==> config.mk <==
export PLATFORM = sky130hd
export DESIGN_NAME = cache_fill_fsm
export DESIGN_NICKNAME = d
export VERILOG_FILES = /design/src/rtl/cache_pkg.sv /design/src/rtl/fill_counter.sv /design/src/rtl/cache_fill_fsm.sv
export SDC_FILE = /design/constraint.sdc
export NUM_CORES = 1
export LEC_CHECK = 0
export CAP_MARGIN = 20
export CORE_AREA = 2 2 63 65
export CTS_CLUSTER_SIZE = 12
export DETAILED_ROUTE_END_ITERATION = 8
export DIE_AREA = 0 0 65 67
export PLACE_DENSITY = 0.82
export SETUP_SLACK_MARGIN = 0.4
export SKIP_LAST_GASP = 1
export SLEW_MARGIN = 10
export SYNTH_ARGS = -nofsm -noshare
export SYNTH_HDL_FRONTEND = slang
export SYNTH_HIERARCHICAL = 1
export SYNTH_SLANG_ARGS = --single-unit
==> constraint.sdc <==
create_clock -name clk -period 3.32 [get_ports clk]
set_input_delay 0.664 -clock clk [delete_from_list [all_inputs] [get_ports clk]]
set_output_delay 0.664 -clock clk [all_outputs]
set_load 0.01 [all_outputs]
==> src/rtl/cache_pkg.sv <==
// Shared constants for the cache-miss fill controller: block geometry,
// counter width, state encoding and the block/word address composer.
package cache_pkg;

    localparam int ADDR_WIDTH        = 16;
    localparam int DATA_WIDTH        = 16;
    localparam int WORDS_PER_BLOCK   = 8;
    localparam int MEM_LATENCY       = 4;
    localparam int BLOCK_OFFSET_BITS = 4;
    localparam int WORD_OFFSET_BITS  = 3;
    localparam int CNT_WIDTH         = WORD_OFFSET_BITS + 1;

    localparam logic ST_IDLE = 1'b0;
    localparam logic ST_FILL = 1'b1;

    // The word offset lands in bits [3:1]; the block bits above are never carried into.
    function automatic logic [ADDR_WIDTH-1:0] word_addr(
        input logic [ADDR_WIDTH-1:BLOCK_OFFSET_BITS] blk,
        input logic [CNT_WIDTH-1:0]                  cnt
    );
        return {blk, BLOCK_OFFSET_BITS'({cnt, 1'b0})};
    endfunction

endpackage

==> src/rtl/fill_counter.sv <==
// Synchronous clear/increment counter with a terminal-count flag,
// used for both the issue and the receive side of a block fill.
module fill_counter
    import cache_pkg::*;
#(
    parameter int WIDTH    = CNT_WIDTH,
    parameter int TC_VALUE = WORDS_PER_BLOCK
) (
    input  logic             clk,
    input  logic             rst,
    input  logic             i_clear,
    input  logic             i_inc,
    output logic [WIDTH-1:0] o_count,
    output logic             o_tc
);

    logic [WIDTH-1:0] r_count;

    always_ff @(posedge clk) begin
        if (rst || i_clear) begin
            r_count <= '0;
        end else if (i_inc) begin
            r_count <= r_count + WIDTH'(1);
        end
    end

    assign o_count = r_count;
    assign o_tc    = (r_count == WIDTH'(TC_VALUE));

endmodule

==> src/rtl/cache_fill_fsm.sv <==
// Cache-miss fill controller: fetches one 8-word block from pipelined memory,
// streams each returned word into the data array and writes the tag with the last.
//
// state | meaning
// IDLE  | waiting for a miss; latches the block base when one is seen
// FILL  | issuing block reads and writing returned words into the cache
module cache_fill_fsm
    import cache_pkg::*;
(
    input  logic                  clk,
    input  logic                  rst,
    input  logic                  miss_detected,
    input  logic [ADDR_WIDTH-1:0] miss_address,
    input  logic [DATA_WIDTH-1:0] memory_data,
    input  logic                  memory_data_valid,
    output logic                  fsm_busy,
    output logic                  mem_read_en,
    output logic [ADDR_WIDTH-1:0] memory_address,
    output logic                  write_data_array,
    output logic                  write_tag_array,
    output logic [ADDR_WIDTH-1:0] cache_word_addr,
    output logic [DATA_WIDTH-1:0] fill_data
);

    logic                                  r_state;
    logic                                  w_next_state;
    logic [ADDR_WIDTH-1:BLOCK_OFFSET_BITS] r_block;
    logic [CNT_WIDTH-1:0]                  w_issue_cnt;
    logic [CNT_WIDTH-1:0]                  w_recv_cnt;
    logic                                  w_issue_done;
    logic                                  w_recv_last;
    logic                                  w_start;
    logic                                  w_issue;
    logic                                  w_recv;
    logic                                  w_unused_ok;

    assign w_start = !rst && (r_state == ST_IDLE) && miss_detected;
    assign w_issue = !rst && (r_state == ST_FILL) && !w_issue_done;
    assign w_recv  = !rst && (r_state == ST_FILL) && memory_data_valid;

    // The byte offset within the block is discarded: fills always start at word 0.
    assign w_unused_ok = &{1'b0, miss_address[BLOCK_OFFSET_BITS-1:0]};

    fill_counter #(
        .WIDTH    (CNT_WIDTH),
        .TC_VALUE (WORDS_PER_BLOCK)
    ) u_issue_cnt (
        .clk     (clk),
        .rst     (rst),
        .i_clear (w_start),
        .i_inc   (w_issue),
        .o_count (w_issue_cnt),
        .o_tc    (w_issue_done)
    );

    fill_counter #(
        .WIDTH    (CNT_WIDTH),
        .TC_VALUE (WORDS_PER_BLOCK - 1)
    ) u_recv_cnt (
        .clk     (clk),
        .rst     (rst),
        .i_clear (w_start),
        .i_inc   (w_recv),
        .o_count (w_recv_cnt),
        .o_tc    (w_recv_last)
    );

    always_ff @(posedge clk) begin
        if (rst) begin
            r_state <= ST_IDLE;
        end else begin
            r_state <= w_next_state;
        end
    end

    always_ff @(posedge clk) begin
        if (rst) begin
            r_block <= '0;
        end else if (w_start) begin
            r_block <= miss_address[ADDR_WIDTH-1:BLOCK_OFFSET_BITS];
        end
    end

    always_comb begin
        w_next_state = r_state;
        case (r_state)
            ST_IDLE: if (miss_detected)          w_next_state = ST_FILL;
            ST_FILL: if (w_recv && w_recv_last) w_next_state = ST_IDLE;
            default:                             w_next_state = ST_IDLE;
        endcase
    end

    // Outputs are held at zero while reset is asserted, even mid-fill.
    always_comb begin
        fsm_busy         = 1'b0;
        mem_read_en      = 1'b0;
        memory_address   = '0;
        write_data_array = 1'b0;
        write_tag_array  = 1'b0;
        cache_word_addr  = '0;
        if (!rst && (r_state == ST_FILL)) begin
            fsm_busy = 1'b1;
            if (w_issue) begin
                mem_read_en    = 1'b1;
                memory_address = word_addr(r_block, w_issue_cnt);
            end
            if (w_recv) begin
                write_data_array = 1'b1;
                cache_word_addr  = word_addr(r_block, w_recv_cnt);
                write_tag_array  = w_recv_last;
            end
        end
    end

    assign fill_data = memory_data;

endmodule

**Word-level counts from Yosys, hierarchy flattened**

Cells that the tools add are included.

- $lt $le $gt $ge: 0
- Equal/unequal tests: 2
- Bitwise logic cells: 1
- Add/subtract/negate cells: 2
- Shift operators: 0
- Multiplexer cells: 14
- Reductions and logical operators: 9
- Divide/modulo/power cells: 0
- $mul: 0

Operators with widths:

| operator | number |
|---|---|
| $mux W16 | 4 |
| $mux W1 | 9 |
| $add A4 B1 Y4 const B | 2 |
| $logic_and A1 B1 Y1 | 6 |
| $eq A4 B3 Y1 const B | 1 |
| $eq A4 B4 Y1 const B | 1 |
| $logic_not A1 Y1 | 2 |
| $pmux W1 S2 | 1 |
| $logic_or A1 B1 Y1 | 1 |
| $not A1 Y1 | 1 |

- ROM bits: 0
- Latch bits: 0
- Register bits after elaboration: 21
- RAM bits: 0
- Memories: 0

**Longest topological paths before layout**

Gate-level depths: netlist (run 1).

- Depth in word-level cells: 6
- Gate-level depth with buffers: 7

**Modules after synthesis**

Netlist (run 1), hierarchy kept.

By module, submodules not included:

| module | area an instance (um^2) | instances | cells each | sequential area each (um^2) |
|---|---|---|---|---|
| cache_fill_fsm | 977.2 | 1 | 114 | 260.2 |
| fill_counter (u_issue_cnt) | 216.5 | 1 | 21 | 80.1 |
| fill_counter (u_recv_cnt) | 185.2 | 1 | 19 | 80.1 |

**Worst setup path before layout (run 1)**

No wires, ideal clock.

- Kind: input to output
- Start point: in rst
- End point: out memory_address[10]
- Stages on the path: 4
- Arrival time: 1.416 ns
- Slack: 1.240 ns
- Cells stage by stage: buf_4 -> nor3b_4 -> buf_6 -> and2_1

- Longest elaborated chain between the ends: 5

RTL lines:

| element | RTL line | RTL |
|---|---|---|
| from (decl) | cache_fill_fsm.sv:11 | `input logic rst,` |
| $logic_not A1 Y1 (*) | cache_fill_fsm.sv:38, cache_fill_fsm.sv:101 |  |
| $logic_and A1 B1 Y1 (*) | cache_fill_fsm.sv:38, cache_fill_fsm.sv:101 |  |
| $logic_and A1 B1 Y1 | cache_fill_fsm.sv:38 | `assign w_issue = !rst && (r_state == ST_FILL) && !w_issue_done;` |
| $mux W16 | cache_fill_fsm.sv:103 | `if (w_issue) begin` |
| $mux W16 (*) | cache_fill_fsm.sv:101 | `if (!rst && (r_state == ST_FILL)) begin` |
| to (decl) | cache_fill_fsm.sv:18 | `output logic [ADDR_WIDTH-1:0] memory_address,` |

Mark *: on every way between the ends. The rest lies on a longest branch, timed or not.

**Worst setup path after layout (run 1)**

- Start point: reg u_issue_cnt.r_count[0] (netlist: u_issue_cnt/o_count[0])
- End point: out memory_address[13]

- Longest elaborated chain between the ends: 5

RTL lines:

| element | RTL line | RTL |
|---|---|---|
| from (decl) | fill_counter.sv:17 | `logic [WIDTH-1:0] r_count;` |
| from (signal assigned) | fill_counter.sv:23 | `r_count <= r_count + WIDTH'(1);` |
| $eq A4 B4 Y1 | fill_counter.sv:28 | `assign o_tc = (r_count == WIDTH'(TC_VALUE));` |
| named net w_issue_done | cache_fill_fsm.sv:30 | `logic w_issue_done;` |
| $logic_not A1 Y1 | cache_fill_fsm.sv:38 |  |
| $logic_and A1 B1 Y1 | cache_fill_fsm.sv:38 |  |
| $mux W16 | cache_fill_fsm.sv:103 |  |
| $mux W16 | cache_fill_fsm.sv:101 |  |

The timed path passes the listed nets, and every way through them passes these cells.

==> flow_summary.yaml, run 1 <==
pwr:
  power_per_cell_area_nw_per_um2: 282.1
  leak_pwr_nw: 0.8025
  total_power_w: 0.0005376
  peakVddDrop_mv: 0.1358
yosys:
  asyncSetResetFlopFracSynth_pct: 0
  synth_cell_types: 36
  synth_simple_gate_area_share_pct: 40.47
  yosys.cell_count.top_type: "sky130_fd_sc_hd__and2_1"
  netlist_area_sq_um: 1379
  synth_top_family_by_area: "simple AND/OR/NAND/NOR gates"
  adder_and_majority_cell_fraction_of_the_synthesized_area_pct: 2.722
  ys_seq_area_share_pct: 30.49
  synth_largest_area_cell: "sky130_fd_sc_hd__dfxtp_1"
  ys_dominant_reg_cell: "sky130_fd_sc_hd__dfxtp_1"
  mux_cell_area_share_after_synthesis_pct: 3.358
  synth-xor-area-share_pct: 1.270
  syn_avg_cell_area_sq_um: 8.953
  synth_compound_area_share_pct: 7.169
  synth.ff_latch_count: 21
  synth.area.top_cells: "sky130_fd_sc_hd__dfxtp_1, sky130_fd_sc_hd__and2_1, sky130_fd_sc_hd__buf_4, sky130_fd_sc_hd__nand4bb_1, sky130_fd_sc_hd__nand2b_1"
  post_synth_most_frequent_cells: "sky130_fd_sc_hd__and2_1, sky130_fd_sc_hd__dfxtp_1, sky130_fd_sc_hd__buf_4"
  ys.warnings.count: 6
  synthCells: 154
  synth_edf_count: 0
  synth_top_cell_area_share_pct: 30.49
worst_setup_path:
  crit_path_cell_trace: "inv_1, ha_1, and3b_1, nor3b_4, buf_4, and2_1, clkdlybuf4s50_1"
  timing.critical_path.required_ns: 2.66
  timing.critical_path.from_type: "register"
  worstSetupPathType: "register to primary output"
  worst_ep_arrival_time_ns: 2.15
  timing.rr.start: "u_issue_cnt/o_count[0]$_SDFFE_PP0P_"
  critical_path.startpoint: "u_issue_cnt/o_count[0]$_SDFFE_PP0P_"
  critical_path.max_stage_delay_ns: 0.53
  critical_path.max_fanout: 5
  capturing_element_type_of_the_critical_path: "primary output"
  slowest_stage_cell_crit_path: "sky130_fd_sc_hd__clkdlybuf4s50_1"
placed_design:
  placedInstanceArea_sq_um: 1789
  gpl.final_weighted_congestion: 0.6683
  dp_hpwl_um: 2039
  portBuffers: 49
grt:
  number_of_antenna_violations_at_the_first_check_in_global_routing: 0
  globalRoute.totalOverflow: 0
  grt_max_degree: 21
  grt_pass1_vias: 1082
  grt.total_usage_pct: 15.43
  wire_length_of_the_first_global_routing_pass_um: 5181
sta:
  totalNegativeSetupSlack_ns: 0
  holdWs_ns: 0.4731
  finalHoldViolations: 0
  timing.fmax_mhz: 355.9
  finalMaxSlewViolations: 0
  finalWorstPathRequiredPeriod_ns: 2.810
  finalSetupViolations: 0
  final.setup_skew_ns: 0.008110
  grt_setup_unrepaired: "no"
  post-route-period-util_pct: 84.63
route:
  post-route-drc-count: 0
  wire_per_inst_um: 13.01
  vias: 1155
  finalWirelength_um: 3136
  drtAntennaViolNets: 0
  detail_route.iter0.violations: 25
  detailedRoute.firstPassIterationCount: 4
  routed_via_density: 4.793
die:
  rows: 22
  num_io_pins: 88
  fp.dieW_um: 65
  die_height_um: 67
  start_util_pct: 38.24
  design.core.area_sq_um: 3606
  die_area_sq_um: 4355
cts:
  cts_hold_repair.buffers: 0
  cts_tree: "yes"
  number_of_buffers_added_by_the_clock_tree_synthesis_step: 3
  cts-root-buf: "sky130_fd_sc_hd__clkbuf_8"
  clock_path_buffers: 2
  cts_sinks: 21
  cts-htree-levels: 1
  clock_slew_at_the_register_clock_pins_of_the_worst_setup_and_hold_paths_ns: 0.08
  worstSkewPairLatency_ns: 0.27
final_layout:
  diodes: 0
  post_layout_nets: 233
  areaGrowthSynthToFinish_pct: 38.20
  stdcell_area_sq_um: 1906
  drive_above_1_share_pct: 12.44
min_path:
  hold_path_class: "register to register"
  hold_path_startpoint: "r_block[10]$_SDFFE_PP0P_"
flow_run:
  drv.max_cap_violation_count: 0
run_status:
  run_status: "complete, no violations"
[per-stage QoR]
stage               utilization (%)  std cells  setup slack, ns
floorplan                         -        155            1.240
global placement              49.62        232           0.2665
detailed placement            49.62        232           0.2409
CTS                           52.01        240           0.4046
global route                  52.85        241           0.4074
finish                        52.85        241           0.5103
[registers in the layout, indices dropped and copies added (netlist names)]
name	flops
r_block	12
r_state	1
u_issue_cnt/o_count	4
u_recv_cnt/o_count	4
[placed cells by master (no fill, tap or decap), types with 3 or more instances in the layout]
| master | netlist | routed |
|---|---|---|
| sky130_fd_sc_hd__nand4bb_1 | 12 | 12 |
| sky130_fd_sc_hd__ha_1 | 3 | 3 |
| sky130_fd_sc_hd__dlymetal6s2s_1 | 0 | 5 |
| sky130_fd_sc_hd__clkdlybuf4s50_1 | 0 | 43 |
| sky130_fd_sc_hd__o21ai_1 | 5 | 5 |
| sky130_fd_sc_hd__nor2_1 | 6 | 6 |
| sky130_fd_sc_hd__nor2b_1 | 3 | 3 |
| sky130_fd_sc_hd__o21ai_0 | 7 | 7 |
| sky130_fd_sc_hd__dfxtp_1 | 21 | 18 |
| sky130_fd_sc_hd__clkbuf_8 | 0 | 3 |
| sky130_fd_sc_hd__buf_4 | 19 | 7 |
| sky130_fd_sc_hd__and2_1 | 30 | 30 |
| sky130_fd_sc_hd__nand2b_1 | 12 | 12 |
[final timing paths]
path | endpoint | slack, ns | cells past startpoint
setup / recovery | memory_address[13] | 0.51 | 7
hold / removal | r_block[10]$_SDFFE_PP0P_ | 0.47 | 2
setup reg to reg | u_issue_cnt/o_count[3]$_SDFFE_PP0P_ | 1.47 | 8
hold reg to reg | r_block[10]$_SDFFE_PP0P_ | 0.47 | 2
[area by class of cell]
| cell class | instances | area, sq um |
|---|---|---|
| Clock buffer | 3 | 41.29 |
| Clock inverter | 1 | 5.005 |
| Fill cell | 343 | 1700 |
| Inverter | 2 | 7.507 |
| Multi-Input combinational cell | 108 | 788.3 |
| Sequential cell | 21 | 426.7 |
| Tap cell | 48 | 60.06 |
| Timing Repair Buffer | 58 | 576.8 |
[timing repair]
item	CTS	global route
cloned	2	1
gates resized for setup	5	12
endpoints found under the setup margin	27	25
setup buffers	2	0
pin swaps	1	1
[worst max-delay path: cells and delay by family, from the launching register on]
family	cells	cell delay, ns
buffers and inverters	3	0.75
DFF	1	0.38
adders and majority gates	1	0.18
and+or+nand+nor	3	0.57
[metal layers]
layer  track usage [%]  part of all wire (%)  wire length [um]
met5                 0                     0                 0
met2             24.23                    43              1341
met4             5.851                   1.3                40
met1             20.96                    50              1564
met3             2.703                   6.1               190
[report_power, final]
part	total [W]	switching (W)	internal (W)	leakage [nW]
logic	0.0000924	0.0000380	0.0000545	0.604
clock network	0.000171	0.0000870	0.0000838	0.0255
registers	0.000274	0.0000113	0.000263	0.173
[logic make-up after synthesis]
logic type | after synthesis
and+or+nand+nor | 78
muxes | 4
buffers and inverters | 28
adders and majority gates | 3
AOI/OAI and AO/OA | 17
xor gates and xnor gates | 2
other | 1
DFF | 21
Note: power is estimated with default switching activity, not from simulation.
==> run 2: changes to the inputs <==
--- a/config.mk
+++ b/config.mk
@@ -6,11 +6,11 @@
 export NUM_CORES = 1
 export LEC_CHECK = 0
 export CAP_MARGIN = 20
-export CORE_AREA = 2 2 63 65
+export CORE_AREA = 2 2 68 70
 export CTS_CLUSTER_SIZE = 12
 export DETAILED_ROUTE_END_ITERATION = 8
-export DIE_AREA = 0 0 65 67
-export PLACE_DENSITY = 0.82
+export DIE_AREA = 0 0 70 72
+export PLACE_DENSITY = 0.74
 export SETUP_SLACK_MARGIN = 0.4
 export SKIP_LAST_GASP = 1
 export SLEW_MARGIN = 10
==> constraint.sdc (replaced) <==
create_clock -name clk -period 2.25 [get_ports clk]
set_input_delay 0.45 -clock clk [delete_from_list [all_inputs] [get_ports clk]]
set_output_delay 0.45 -clock clk [all_outputs]
set_load 0.01 [all_outputs]
==> flow_summary.yaml, run 2 (synthesis results as in run 1) <==
route:
  detailedRoute.firstPassIterationCount: 4
  post-route-drc-count: 0
  total_length_of_routed_met3_wires_um: 235
  route.top_layer_used: "met4"
  detail_route.wirelength.met1_um: 1681
  vias: 1219
  finalWirelength_um: 3535
  routed_via_density: 4.549
  met2WireLength_um: 1586
  wire_per_inst_um: 13.19
  drtAntennaViolNets: 0
  detail_route.iter0.violations: 37
pwr:
  power_per_cell_area_nw_per_um2: 392.5
  leak_pwr_nw: 0.9500
  peakVddDrop_mv: 0.2185
  total_power_w: 0.0008245
placed_design:
  portBuffers: 49
  dp_hpwl_um: 2239
  gpl.final_weighted_congestion: 0.7413
  placement.setup.worst_slack_ns: -0.3642
  numPlacedInstances: 243
worst_setup_path:
  timing.rr.start: "u_issue_cnt/o_count[0]$_SDFFE_PP0P_"
  timing.reg2reg.setup_slack_ns: 0.32
  timing.critical_path.from_type: "register"
  worstSetupPathType: "register to primary output"
  critical_path.max_fanout: 6
  worstRegToRegCells: 11
  r2r-end: "u_issue_cnt/o_count[3]$_SDFFE_PP0P_"
  worst_ep_arrival_time_ns: 1.68
  timing.critical_path.required_ns: 1.80
  capturing_element_type_of_the_critical_path: "primary output"
grt:
  grt_max_degree: 23
  globalRoute.totalOverflow: 0
  wire_length_of_the_first_global_routing_pass_um: 5589
  number_of_antenna_violations_at_the_first_check_in_global_routing: 0
  grt_pass1_vias: 1126
  grt.total_usage_pct: 13.80
cts:
  cts_hold_repair.buffers: 0
  cts_sinks: 21
  number_of_buffers_added_by_the_clock_tree_synthesis_step: 3
  cts-htree-levels: 1
  clock_slew_at_the_register_clock_pins_of_the_worst_setup_and_hold_paths_ns: 0.07
  worstSkewPairLatency_ns: 0.26
  cts-root-buf: "sky130_fd_sc_hd__clkbuf_8"
  cts_tree: "yes"
  clock_path_buffers: 2
final_layout:
  layout.cells.most_common_list: "sky130_fd_sc_hd__buf_6, sky130_fd_sc_hd__buf_4, sky130_fd_sc_hd__and2_1"
  finalNonFillerCells: 268
  areaGrowthSynthToFinish_pct: 52.36
  largest-register: "r_block"
  drive_above_1_share_pct: 43.52
  final_standard_cell_utilization_of_the_core_pct: 49.27
  layout.filler_cells: 428
  largest_register_ff_count: 12
  post_layout_nets: 256
  leading_cell_type_in_the_layout_fill_and_taps_excluded: "sky130_fd_sc_hd__buf_6"
  diodes: 0
die:
  fp.dieW_um: 70
  start_util_pct: 32.34
  die_area_sq_um: 5040
  rows: 24
  die_height_um: 72
  num_io_pins: 88
  design.core.area_sq_um: 4264
sta:
  post-route-period-util_pct: 94.70
  timing.fmax_mhz: 469.3
  finalHoldViolations: 0
  finalWorstPathRequiredPeriod_ns: 2.131
  grt_setup_unrepaired: "yes"
  final.setup_skew_ns: 0.003224
  finalSetupViolations: 0
  holdWs_ns: 0.4772
  finalMaxSlewViolations: 0
  final.setup.worst_slack_ns: 0.1193
run_status:
  run_status: "complete, no violations"
min_path:
  min_delay_path_depth: 2
  hold_path_end: "r_block[11]$_SDFFE_PP0P_"
  hold_path_startpoint: "r_block[11]$_SDFFE_PP0P_"
  hold_path_class: "register to register"
flow_run:
  drv.max_cap_violation_count: 0
[run 2: cell count changes in the layout (fill, tap and decap cells not counted), moves of 4 or more]
| cell | before | now |
|---|---|---|
| sky130_fd_sc_hd__clkbuf_2 | 0 | 4 |
| sky130_fd_sc_hd__buf_2 | 0 | 11 |
| sky130_fd_sc_hd__buf_6 | 2 | 23 |
| sky130_fd_sc_hd__clkdlybuf4s50_1 | 43 | 13 |
| sky130_fd_sc_hd__and2_4 | 0 | 12 |
| sky130_fd_sc_hd__and2_1 | 30 | 18 |
| sky130_fd_sc_hd__dlymetal6s2s_1 | 5 | 0 |
| sky130_fd_sc_hd__buf_4 | 7 | 20 |
| sky130_fd_sc_hd__dlygate4sd2_1 | 1 | 6 |
[run 2: worst max-delay path by stage]
stage | startpoint | end | slack, ns | depth (start not counted)
final | u_issue_cnt/o_count[0]$_SDFFE_PP0P_ | memory_address[5] | 0.12 | 8
after global routing | u_issue_cnt/o_count[1]$_SDFFE_PP0P_ | memory_address[8] | 0.04 | 8
after CTS | u_issue_cnt/o_count[1]$_SDFFE_PP0P_ | memory_address[4] | 0.08 | 8
after detailed placement | rst | cache_word_addr[9] | -0.36 | 4
after global placement | rst | cache_word_addr[3] | -0.35 | 4
after floorplan | u_issue_cnt/o_count[0]$_SDFFE_PP0P_ | memory_address[10] | 0.41 | 6
[run 2: timing repair]
action / CTS / global route
pin swaps: 13 / 4
gates resized for setup: 136 / 36
endpoints found under the setup margin: 34 / 28
cloned: 3 / 0
buffers inserted: 13 / 5
[run 2: report_power, final]
| group | total (W) | switching, W | internal (W) | leakage, nW |
|---|---|---|---|---|
| clock | 0.000245 | 0.000119 | 0.000126 | 0.0228 |
| combinational | 0.000179 | 0.0000724 | 0.000107 | 0.753 |
| sequential | 0.000400 | 0.0000128 | 0.000388 | 0.174 |
| total | 0.000825 | 0.000204 | 0.000621 | 0.950 |
[run 2: final cells by class]
class / count / area [sq um] / share of cell area (%)
Multi-Input combinational cell: 108 / 845.8 / 40.26
Timing Repair Buffer: 81 / 705.7 / 33.59
Sequential cell: 21 / 431.7 / 20.55
Tap cell: 52 / 65.06 / 3.097
Clock buffer: 4 / 45.04 / 2.144
Inverter: 2 / 7.507 / 0.3574
[run 2: stage by stage]
step | cell area [sq um] | TNS [ns]
after floorplan | 1383 | 0
after global routing | 2101 | 0
after CTS | 2006 | 0
final | 2101 | 0
after global placement | 1847 | -8.659
after detailed placement | 1847 | -8.876
[run 2: worst max-delay path: stages, from the launching register on]
cell and delay, ns:
sky130_fd_sc_hd__dfxtp_2 0.34, sky130_fd_sc_hd__inv_2 0.04, sky130_fd_sc_hd__ha_4 0.15, sky130_fd_sc_hd__and3b_2 0.21
sky130_fd_sc_hd__nor3b_4 0.21, sky130_fd_sc_hd__buf_6 0.15, sky130_fd_sc_hd__buf_6 0.10, sky130_fd_sc_hd__and2_4 0.13
sky130_fd_sc_hd__buf_6 0.09
[run 2: layer usage]
layer  vias up  GRT usage, %
li1        626             -
met1       545         18.50
met2        42         21.38
met3         6         4.722
met4         0         3.632
met5         -             0
